### src/rtl/fetch_pkg.sv
// Shared types and constants for the miniRV instruction fetch unit.
package fetch_pkg;

  typedef enum logic [1:0] {
    ST_BOOT,
    ST_RUN,
    ST_HALT
  } fetch_state_e;

  localparam logic [31:0] EBREAK_INSN  = 32'h0010_0073;
  localparam int unsigned INSN_BYTES   = 4;
  localparam int unsigned FETCH_ADDR_W = 32;

  typedef struct packed {
    logic [31:0]             instr;
    logic [FETCH_ADDR_W-1:0] pc;
  } fetch_entry_t;

  function automatic logic is_word_aligned(input logic [1:0] lsb);
    return lsb == 2'b00;
  endfunction

endpackage

### src/rtl/fetch_controller_if.sv
// Instruction-memory request/response and decode valid/ready bundle of the fetch unit.
interface fetch_controller_if
  import fetch_pkg::*;
#(
  parameter int unsigned ADDR_W = FETCH_ADDR_W
) ();

  logic              imem_req;
  logic [ADDR_W-1:0] imem_addr;
  logic [31:0]       imem_rdata;
  logic              if_valid;
  logic              if_ready;
  logic [31:0]       if_instr;
  logic [ADDR_W-1:0] if_pc;

  modport master (
    output imem_req,
    output imem_addr,
    input  imem_rdata,
    output if_valid,
    input  if_ready,
    output if_instr,
    output if_pc
  );

  modport slave (
    input  imem_req,
    input  imem_addr,
    output imem_rdata,
    input  if_valid,
    output if_ready,
    input  if_instr,
    input  if_pc
  );

endinterface

### src/rtl/fetch_fifo2.sv
// Two-entry fetch buffer; slot 0 is always the head. Flush beats push.
module fetch_fifo2
  import fetch_pkg::*;
(
  input  logic         clk,
  input  logic         rst_n,
  input  logic         i_push,
  input  logic         i_pop,
  input  logic         i_flush,
  input  fetch_entry_t i_data,
  output logic [1:0]   o_count,
  output fetch_entry_t o_head
);

  logic [1:0]   r_count;
  fetch_entry_t r_slot0;
  fetch_entry_t r_slot1;
  logic [1:0]   w_count_after_pop;

  assign w_count_after_pop = r_count - 2'(i_pop);

  always_ff @(posedge clk or negedge rst_n) begin
    if (!rst_n) begin
      r_count <= '0;
      r_slot0 <= '0;
      r_slot1 <= '0;
    end else if (i_flush) begin
      r_count <= '0;
    end else begin
      // Shift on pop first; a concurrent push lands in the slot freed by the pop.
      if (i_pop && (r_count == 2'd2)) begin
        r_slot0 <= r_slot1;
      end
      if (i_push) begin
        if (w_count_after_pop == 2'd0) begin
          r_slot0 <= i_data;
        end else begin
          r_slot1 <= i_data;
        end
      end
      r_count <= w_count_after_pop + 2'(i_push);
    end
  end

  assign o_count = r_count;
  assign o_head  = r_slot0;

endmodule

### src/rtl/fetch_controller.sv
// miniRV fetch sequencer: owns the PC, issues 1-cycle-latency imem reads, buffers
// results for decode, and handles redirects, EBREAK halt and misaligned targets.
module fetch_controller
  import fetch_pkg::*;
#(
  parameter int unsigned       ADDR_W     = 32,
  parameter logic [ADDR_W-1:0] RESET_PC   = '0,
  parameter int unsigned       FIFO_DEPTH = 2
) (
  input  logic                clk,
  input  logic                rst_n,
  fetch_controller_if.master  bus,
  input  logic                redirect_valid,
  input  logic [ADDR_W-1:0]   redirect_pc,
  output logic                halted,
  output logic                misalign_err
);

  fetch_state_e      r_state;
  fetch_state_e      w_state_nxt;
  logic [ADDR_W-1:0] r_pc;
  logic [ADDR_W-1:0] r_resp_pc;
  logic              r_inflight;
  logic              r_misalign;

  logic              w_issue;
  logic              w_flush;
  logic              w_kill;
  logic              w_load_redirect;
  logic              w_set_misalign;
  logic              w_room;

  logic [1:0]        w_fifo_count;
  fetch_entry_t      w_fifo_head;
  fetch_entry_t      w_resp_entry;
  fetch_entry_t      w_head;
  logic              w_fifo_push;
  logic              w_fifo_pop;
  logic              w_head_in_fifo;
  logic              w_avail;
  logic              w_pop;
  logic              w_ebreak_take;
  logic [2:0]        w_occupancy;

  assign w_resp_entry   = '{instr: bus.imem_rdata, pc: FETCH_ADDR_W'(r_resp_pc)};
  assign w_head_in_fifo = (w_fifo_count != 2'd0);

  // The arriving response bypasses the buffer when it is empty, giving issue-to-valid in one cycle.
  assign w_head         = w_head_in_fifo ? w_fifo_head : w_resp_entry;
  assign w_avail        = (r_state == ST_RUN) && (w_head_in_fifo || r_inflight);
  assign w_pop          = w_avail && bus.if_ready;
  assign w_ebreak_take  = w_pop && (w_head.instr == EBREAK_INSN);

  assign w_occupancy    = 3'(w_fifo_count) + 3'(r_inflight) - 3'(w_pop);
  assign w_room         = w_occupancy < 3'(FIFO_DEPTH);

  assign w_fifo_push    = r_inflight && !(w_pop && !w_head_in_fifo);
  assign w_fifo_pop     = w_pop && w_head_in_fifo;

  fetch_fifo2 u_fifo (
    .clk     (clk),
    .rst_n   (rst_n),
    .i_push  (w_fifo_push),
    .i_pop   (w_fifo_pop),
    .i_flush (w_flush),
    .i_data  (w_resp_entry),
    .o_count (w_fifo_count),
    .o_head  (w_fifo_head)
  );

  always_comb begin
    w_state_nxt     = r_state;
    w_issue         = 1'b0;
    w_flush         = 1'b0;
    w_kill          = 1'b0;
    w_load_redirect = 1'b0;
    w_set_misalign  = 1'b0;
    unique case (r_state)
      ST_BOOT: begin
        w_state_nxt = ST_RUN;
      end
      ST_RUN: begin
        w_issue = w_room && !redirect_valid;
        if (redirect_valid) begin
          w_flush = 1'b1;
          w_kill  = 1'b1;
          if (is_word_aligned(redirect_pc[1:0])) begin
            w_load_redirect = 1'b1;
          end else begin
            w_set_misalign = 1'b1;
            w_state_nxt    = ST_HALT;
          end
        end else if (w_ebreak_take) begin
          w_flush     = 1'b1;
          w_kill      = 1'b1;
          w_state_nxt = ST_HALT;
        end
      end
      ST_HALT: begin
        w_state_nxt = ST_HALT;
      end
      default: begin
        w_state_nxt = ST_HALT;
      end
    endcase
  end

  always_ff @(posedge clk or negedge rst_n) begin
    if (!rst_n) begin
      r_state    <= ST_BOOT;
      r_pc       <= RESET_PC;
      r_resp_pc  <= '0;
      r_inflight <= 1'b0;
      r_misalign <= 1'b0;
    end else begin
      r_state    <= w_state_nxt;
      r_inflight <= w_issue && !w_kill;
      if (w_issue) begin
        r_resp_pc <= r_pc;
      end
      if (w_load_redirect) begin
        r_pc <= redirect_pc;
      end else if (w_issue) begin
        r_pc <= r_pc + ADDR_W'(INSN_BYTES);
      end
      if (w_set_misalign) begin
        r_misalign <= 1'b1;
      end
    end
  end

  assign bus.imem_req  = w_issue;
  assign bus.imem_addr = r_pc;
  assign bus.if_valid  = w_avail;
  assign bus.if_instr  = w_avail ? w_head.instr : '0;
  assign bus.if_pc     = w_avail ? ADDR_W'(w_head.pc) : '0;
  assign halted        = (r_state == ST_HALT);
  assign misalign_err  = r_misalign;

endmodule

### src/flat_wrapper.sv
// flat-port wrapper written by rule: the top's interface ports become plain ports
module fetch_controller_flat import fetch_pkg::*;
#(
  parameter int unsigned       ADDR_W     = 32,
  parameter logic [ADDR_W-1:0] RESET_PC   = '0,
  parameter int unsigned       FIFO_DEPTH = 2
)
  (clk, rst_n, redirect_valid, redirect_pc, halted, misalign_err, bus_imem_req, bus_imem_addr, bus_imem_rdata, bus_if_valid, bus_if_ready, bus_if_instr, bus_if_pc);
  fetch_controller_if #(.ADDR_W(ADDR_W)) bus_i ();
  input  logic clk;
  input  logic rst_n;
  input  logic redirect_valid;
  input  logic [ADDR_W-1:0] redirect_pc;
  output logic halted;
  output logic misalign_err;
  output wire logic [$bits(bus_i.imem_req)-1:0] bus_imem_req;
  output wire logic [$bits(bus_i.imem_addr)-1:0] bus_imem_addr;
  input wire logic [$bits(bus_i.imem_rdata)-1:0] bus_imem_rdata;
  output wire logic [$bits(bus_i.if_valid)-1:0] bus_if_valid;
  input wire logic [$bits(bus_i.if_ready)-1:0] bus_if_ready;
  output wire logic [$bits(bus_i.if_instr)-1:0] bus_if_instr;
  output wire logic [$bits(bus_i.if_pc)-1:0] bus_if_pc;
  assign bus_imem_req = bus_i.imem_req;
  assign bus_imem_addr = bus_i.imem_addr;
  assign bus_i.imem_rdata = bus_imem_rdata;
  assign bus_if_valid = bus_i.if_valid;
  assign bus_i.if_ready = bus_if_ready;
  assign bus_if_instr = bus_i.if_instr;
  assign bus_if_pc = bus_i.if_pc;
  fetch_controller #(.ADDR_W(ADDR_W), .RESET_PC(RESET_PC), .FIFO_DEPTH(FIFO_DEPTH)) u_core (.clk(clk), .rst_n(rst_n), .bus(bus_i), .redirect_valid(redirect_valid), .redirect_pc(redirect_pc), .halted(halted), .misalign_err(misalign_err));
endmodule
### config.mk
export PLATFORM = sky130hd
export DESIGN_NAME = fetch_controller_flat
export DESIGN_NICKNAME = d
export VERILOG_FILES = /design/src/rtl/fetch_pkg.sv /design/src/rtl/fetch_controller_if.sv /design/src/rtl/fetch_fifo2.sv /design/src/rtl/fetch_controller.sv /design/src/flat_wrapper.sv
export SDC_FILE = /design/constraint.sdc
export NUM_CORES = 1
export LEC_CHECK = 0
export BUFFER_PORTS_ARGS = -buffer_cell sky130_fd_sc_hd__buf_2
export CAP_MARGIN = 5
export CORE_MARGIN = 2
export CORE_UTILIZATION = 40
export DETAILED_ROUTE_END_ITERATION = 6
export GPL_ROUTABILITY_DRIVEN = 0
export SYNTH_ARGS = -nofsm -noshare
export SYNTH_HDL_FRONTEND = slang
export SYNTH_SLANG_ARGS = --single-unit
### constraint.sdc
create_clock -name clk -period 4.1 [get_ports clk]
set_clock_uncertainty 0.2 [all_clocks]
set_input_delay 0.82 -clock clk [delete_from_list [all_inputs] [get_ports clk]]
set_output_delay 0.82 -clock clk [all_outputs]
set_load 0.005 [all_outputs]
Word level (Yosys, flattened, before mapping) --
Index checks and enable logic that the tools add are counted.
Word-level totals: memories 0, memory bits (read-only) 0, register bits 198, output and inout port bits 100, RAM bits 0, logic and storage cells 68, bits in latches 0
Operators by class: muxes and demuxes 23, bitwise logic cells 2, $add $sub $neg 5, shifts and indexed selects 0, div/mod/pow operators 0, $mul 0, $lt $le $gt $ge 1, reductions and logical operators 21, equal/unequal tests 6
Operators with widths (number):
- 64-bit two-way mux | 4
- 32-bit two-way mux | 4
- 32-bit by 3-bit adder with 32-bit output (second input constant) | 1
- 32-bit by 21-bit equality test with 1-bit output (second input constant) | 1
- 1-bit two-way mux | 10
- 1-bit logical AND | 9
- 2-bit two-way mux | 4
- 2-bit logical NOT | 3
- 2-bit equality test (second input constant) | 2
- 1-bit logical NOT | 4
- 2-bit one-hot mux with 2 select lines | 1
- 2-bit nonzero test | 2
- 2-bit by 1-bit adder with 3-bit output | 1
- 3-bit by 2-bit less-than comparator with 1-bit output (second input constant) | 1
- 3-bit by 2-bit != test with 1-bit output (second input constant) | 1
- 3-bit != test (second input constant) | 1
- 3-bit AND reduction | 1
- 3-bit by 1-bit subtractor with 3-bit output | 1
- 2-bit by 1-bit adder with 2-bit output | 1
- 2-bit by 1-bit equality test with 1-bit output (second input constant) | 1
- 1-bit NOT | 2
- 2-bit AND reduction | 1
- 2-bit by 1-bit subtractor with 2-bit output | 1
- 1-bit logical OR | 1

Depth between registers and ports, before layout --
depth in word-level cells 10, gate-level depth with buffers 13, gate-level depth less buffers 12

By module --
A second synthesis with hierarchy kept.
Second synthesis, totals: cells, all modules 1051, area total of the unflattened synthesis 10137.2 um^2
Modules (own cells, without submodules):
- fetch_fifo2 | area an instance 5740.5 um^2, cells each 442, times used 1
- fetch_controller | area an instance 4396.7 um^2, cells each 609, times used 1

Least setup slack after synthesis --
Ideal clock, no wire load.
path kind input -> output, start input bus_if_ready, end output bus_imem_req, path buffers 2, arrival 2.725 ns, slack 0.355 ns, stages on the path 10, cell sequence nand3b_1 -> nor2_1 -> ha_1 -> nand2b_1 -> fa_1 -> xnor2_1 -> nand4b_1 -> inv_1 -> clkbuf_1 -> clkbuf_1
On the way: word-level cells in the longest chain between the ends 5
RTL lines:
- start: declaration | RTL line flat_wrapper.sv:20 | input wire logic [$bits(bus_i.if_ready)-1:0] bus_if_ready;
- 1-bit logical AND | RTL line fetch_controller.sv:51 | assign w_pop = w_avail && bus.if_ready;
- 3-bit by 1-bit subtractor with 3-bit output | RTL line fetch_controller.sv:54 | assign w_occupancy = 3'(w_fifo_count) + 3'(r_inflight) - 3'(w_pop);
- 3-bit by 2-bit less-than comparator with 1-bit output | RTL line fetch_controller.sv:55 | assign w_room = w_occupancy < 3'(FIFO_DEPTH);
- 1-bit logical AND | RTL line fetch_controller.sv:83 | w_issue = w_room && !redirect_valid;
- 1-bit two-way mux | RTL line fetch_controller.sv:78 | unique case (r_state)
- end: declaration | RTL line flat_wrapper.sv:16 | output wire logic [$bits(bus_i.imem_req)-1:0] bus_imem_req;
Every way passes these cells.

Worst setup path after layout --
start register u_core.u_fifo.r_count[0], in the netlist u_core.u_fifo.o_count[0], end output bus_imem_req
On the way: word-level cells in the longest chain between the ends 8, elaborated cells on any way between the ends 9
RTL lines:
- start: declaration | RTL line fetch_fifo2.sv:15 | logic [1:0] r_count;
- start signal: assignment | RTL line fetch_fifo2.sv:41 | r_count <= w_count_after_pop + 2'(i_push);
- 2-bit nonzero test | RTL line fetch_controller.sv:46 | assign w_head_in_fifo = (w_fifo_count != 2'd0);
- 1-bit logical OR | RTL line fetch_controller.sv:50 | assign w_avail = (r_state == ST_RUN) && (w_head_in_fifo || r_inflight);
- 1-bit logical AND | RTL line fetch_controller.sv:50
- 1-bit logical AND | RTL line fetch_controller.sv:51
- 3-bit by 1-bit subtractor with 3-bit output * | RTL line fetch_controller.sv:54
- 3-bit by 2-bit less-than comparator with 1-bit output * | RTL line fetch_controller.sv:55
- 1-bit logical AND * | RTL line fetch_controller.sv:83
- 1-bit two-way mux * | RTL line fetch_controller.sv:78
Mark *: on every way between the ends. The rest lies on a longest branch, timed or not.

==> reports/qor.yml <==
outcome:
  status: "completed"
placement:
  detailed_place.area_um2: 10900
  hpwlAfterDp_mm: 17.2
  port_buffers: 167
clock_network:
  insertion_delay_ns: 0.44
  numCtsBuffers: 17
  numClockSinks: 198
  cts_hold_repair.buffers: 0
  post-cts-setup-buffers: 0
  cts.htree.levels: 4
  cts_repair_resize_count: 0
  cts_max_path_buffers: 2
  clk_transition_reported_paths_ns: 0.08
  ctsRootBufferMaster: "clkbuf_16"
  tritoncts: "yes"
power:
  leakagePower_nw: 5.40
  power.density_nw_per_um2: 547
  vdd.ir_drop.worst_v: 0.000439
timing:
  max_clk_rate_mhz: 264
  slew_violations: 0
  hold_viol_final: 0
  slew_headroom: 0.266
  final_period_minus_worst_setup_slack_ns: 3.79
  worstMarginPinSlew_ns: 1.10
  rsz_0062_raised_after_global_routing: "false"
  post-route-period-util: 0.924
  tns_ns: 0
  setup_violation_total_in_the_final_timing_report: 0
critical_path:
  crit_required_ns: 3.08
  library_cell_contributing_the_largest_single_delay_on_the_critical_path: "dfrtp_1"
  critical-path-max-stage-delay_ns: 0.45
  setup.worst_path.end_class: "primary output"
  arrival_ns: 2.77
  setup.worst_path.start_class: "flip-flop"
  critical_path.cell_chain: "nor3_1 -> nor2_1 -> ha_1 -> nand2b_1 -> fa_1 -> xnor2_1 -> nand4b_1 -> inv_1 -> buf_2"
  critPathMaxFanout: 5
  critPathKind: "flip-flop to primary output"
floorplanning:
  die_h_um: 160
  placementRows: 56
  initial_core_util: 0.410
  die_x_um: 160
  core_um2: 23600
  die_footprint_um2: 25400
  num_io_pins: 168
cells_and_area:
  antenna_cells: 0
  final_cell_area_um2: 11500
  most-common-layout-cells: "nand2_1 (248), dfrtp_1 (198), buf_2 (166)"
  post_route_cells_drive_above_1_share: 0.259
  finish.net_count: 1179
  final_common_cell: "nand2_1"
  nFillCells: 2225
  layout-area-overhead-vs-synth_pct: 18.5
global_routing:
  globalRoute.totalOverflow: 0
  grt_max_degree: 88
  initial_antenna_violation_count: 0
  wire_length_of_the_first_global_routing_pass_mm: 44.0
  first_global_vias: 7868
  globalRouteTotalUtil: 0.217
drt:
  viasPerCell: 5.50
  finalWirelength_mm: 27.4
  remaining_drc_errors: 0
  num_vias: 7902
  wl_per_cell_um: 19.1
  drt-pass1-iter-count: 5
  drt-initial-drc-count: 524
  drtAntennaViolNets: 0
hold_path:
  class_of_the_tightest_hold_or_removal_check: "input port to asynchronous set/reset pin"
synth:
  synth-main-ff-cell: "dfrtp_1"
  synth_nets: 1041
  synth_enable_flop_cells: 0
  post_synth_inst_count: 968
  fraction_of_registers_with_async_set_reset: 1.00
  yosysWarningCount: 0
  avg_inst_size_synth_um2: 9.99
  yosys_register_bits: 198
  synth.distinct_cells: 45
  synth_seq_area_share: 0.512
  synth.cell_area_um2: 9670
run:
  maxCapViolations: 0
-- final cells by class --
type	instances	area, um2	area share
clock buffers	18	429	0.0374
well taps	319	399	0.0348
clock inverters	13	145	0.0127
repair buffers	191	1090	0.0948
flip-flops and latches	198	4950	0.432
inverters	10	37.5	0.00327
multi-input cells	688	4410	0.385
-- state kept, by name, summed over array words and instances (netlist names) --
| name | flops |
|---|---|
| u_core.misalign_err | 1 |
| u_core.r_state | 2 |
| u_core.u_fifo.r_slot1 | 64 |
| u_core.r_resp_pc | 32 |
| u_core.bus.imem_addr | 32 |
| u_core.r_inflight | 1 |
| u_core.u_fifo.o_head | 64 |
| u_core.u_fifo.o_count | 2 |
-- per-layer routing --
metal | vias to the layer above | global-route usage | share of wire
met5 | - | 0 | 0
met4 | 0 | 0.0583 | 0.016
met3 | 25 | 0.0378 | 0.050
met2 | 247 | 0.332 | 0.45
met1 | 3891 | 0.319 | 0.48
li1 | 3739 | - | -
-- metrics by stage --
step | hold slack (ns) | power, mW | setup WS [ns] | util | std cells
2_1_floorplan | 0.249 | 4.01 | 0.355 | - | 968
3_3_place_gp | 0.255 | 4.58 | 0.437 | 0.461 | 1406
3_5_place_dp | 0.261 | 4.62 | 0.392 | 0.461 | 1406
4_1_cts | 0.260 | 6.31 | 0.247 | 0.486 | 1437
5_1_grt | 0.282 | 6.63 | 0.137 | 0.486 | 1437
6_report | 0.232 | 6.28 | 0.311 | 0.486 | 1437
-- power breakdown --
part           switching (mW)  total [mW]  internal, mW
Combinational           0.834        1.59         0.756
Clock                   0.807        1.67         0.859
Sequential              0.496        3.02          2.52
Total                    2.14        6.28          4.14
-- critical path: cells and delay by family, from the launching register on --
family,cells,cell delay (ns)
and+or+nand+nor,4,0.73
DFF,1,0.45
xor gates and xnor gates,1,0.14
adders and majority gates,2,0.64
buffers and inverters,2,0.37
-- final timing paths --
kind,start,endpoint,slack (ns),cells past startpoint
min reg2reg,u_core.misalign_err,u_core.misalign_err,0.28,1
min,rst_n,u_core.u_fifo.r_slot1[58],0.23,1
min in group clk,u_core.misalign_err,u_core.misalign_err,0.28,1
max in group asynchronous,rst_n,u_core.r_resp_pc[6],2.60,2
max,u_core.u_fifo.o_count[0],bus_imem_req,0.31,9
max reg2reg,u_core.u_fifo.o_count[0],u_core.bus.imem_addr[30],0.72,13
-- kinds of logic after synthesis --
group / after synthesis / synth area share
simple gates: 346 / 0.156
compound gates: 253 / 0.171
flops: 198 / 0.512
buf+inv: 82 / 0.0373
mux: 65 / 0.0988
xor+xnor: 19 / 0.0172
fa+ha+maj: 5 / 0.00724
-- Yosys cell counts, types with 10 or more instances --
| cell type | instances | area, um2 |
|---|---|---|
| a21oi_1 | 73 | 365 |
| a2bb2oi_1 | 64 | 561 |
| clkbuf_1 | 56 | 210 |
| dfrtp_1 | 198 | 4950 |
| inv_1 | 10 | 37.5 |
| mux2_4 | 60 | 901 |
| nand2_1 | 249 | 935 |
| nand3_1 | 16 | 80.1 |
| nand4_1 | 13 | 81.3 |
| nor2_1 | 18 | 67.6 |
| nor4_1 | 10 | 62.6 |
| o21ai_0 | 27 | 135 |
| o22ai_1 | 65 | 407 |
| xor2_1 | 11 | 96.3 |
Power figures use the tool's default switching activity.
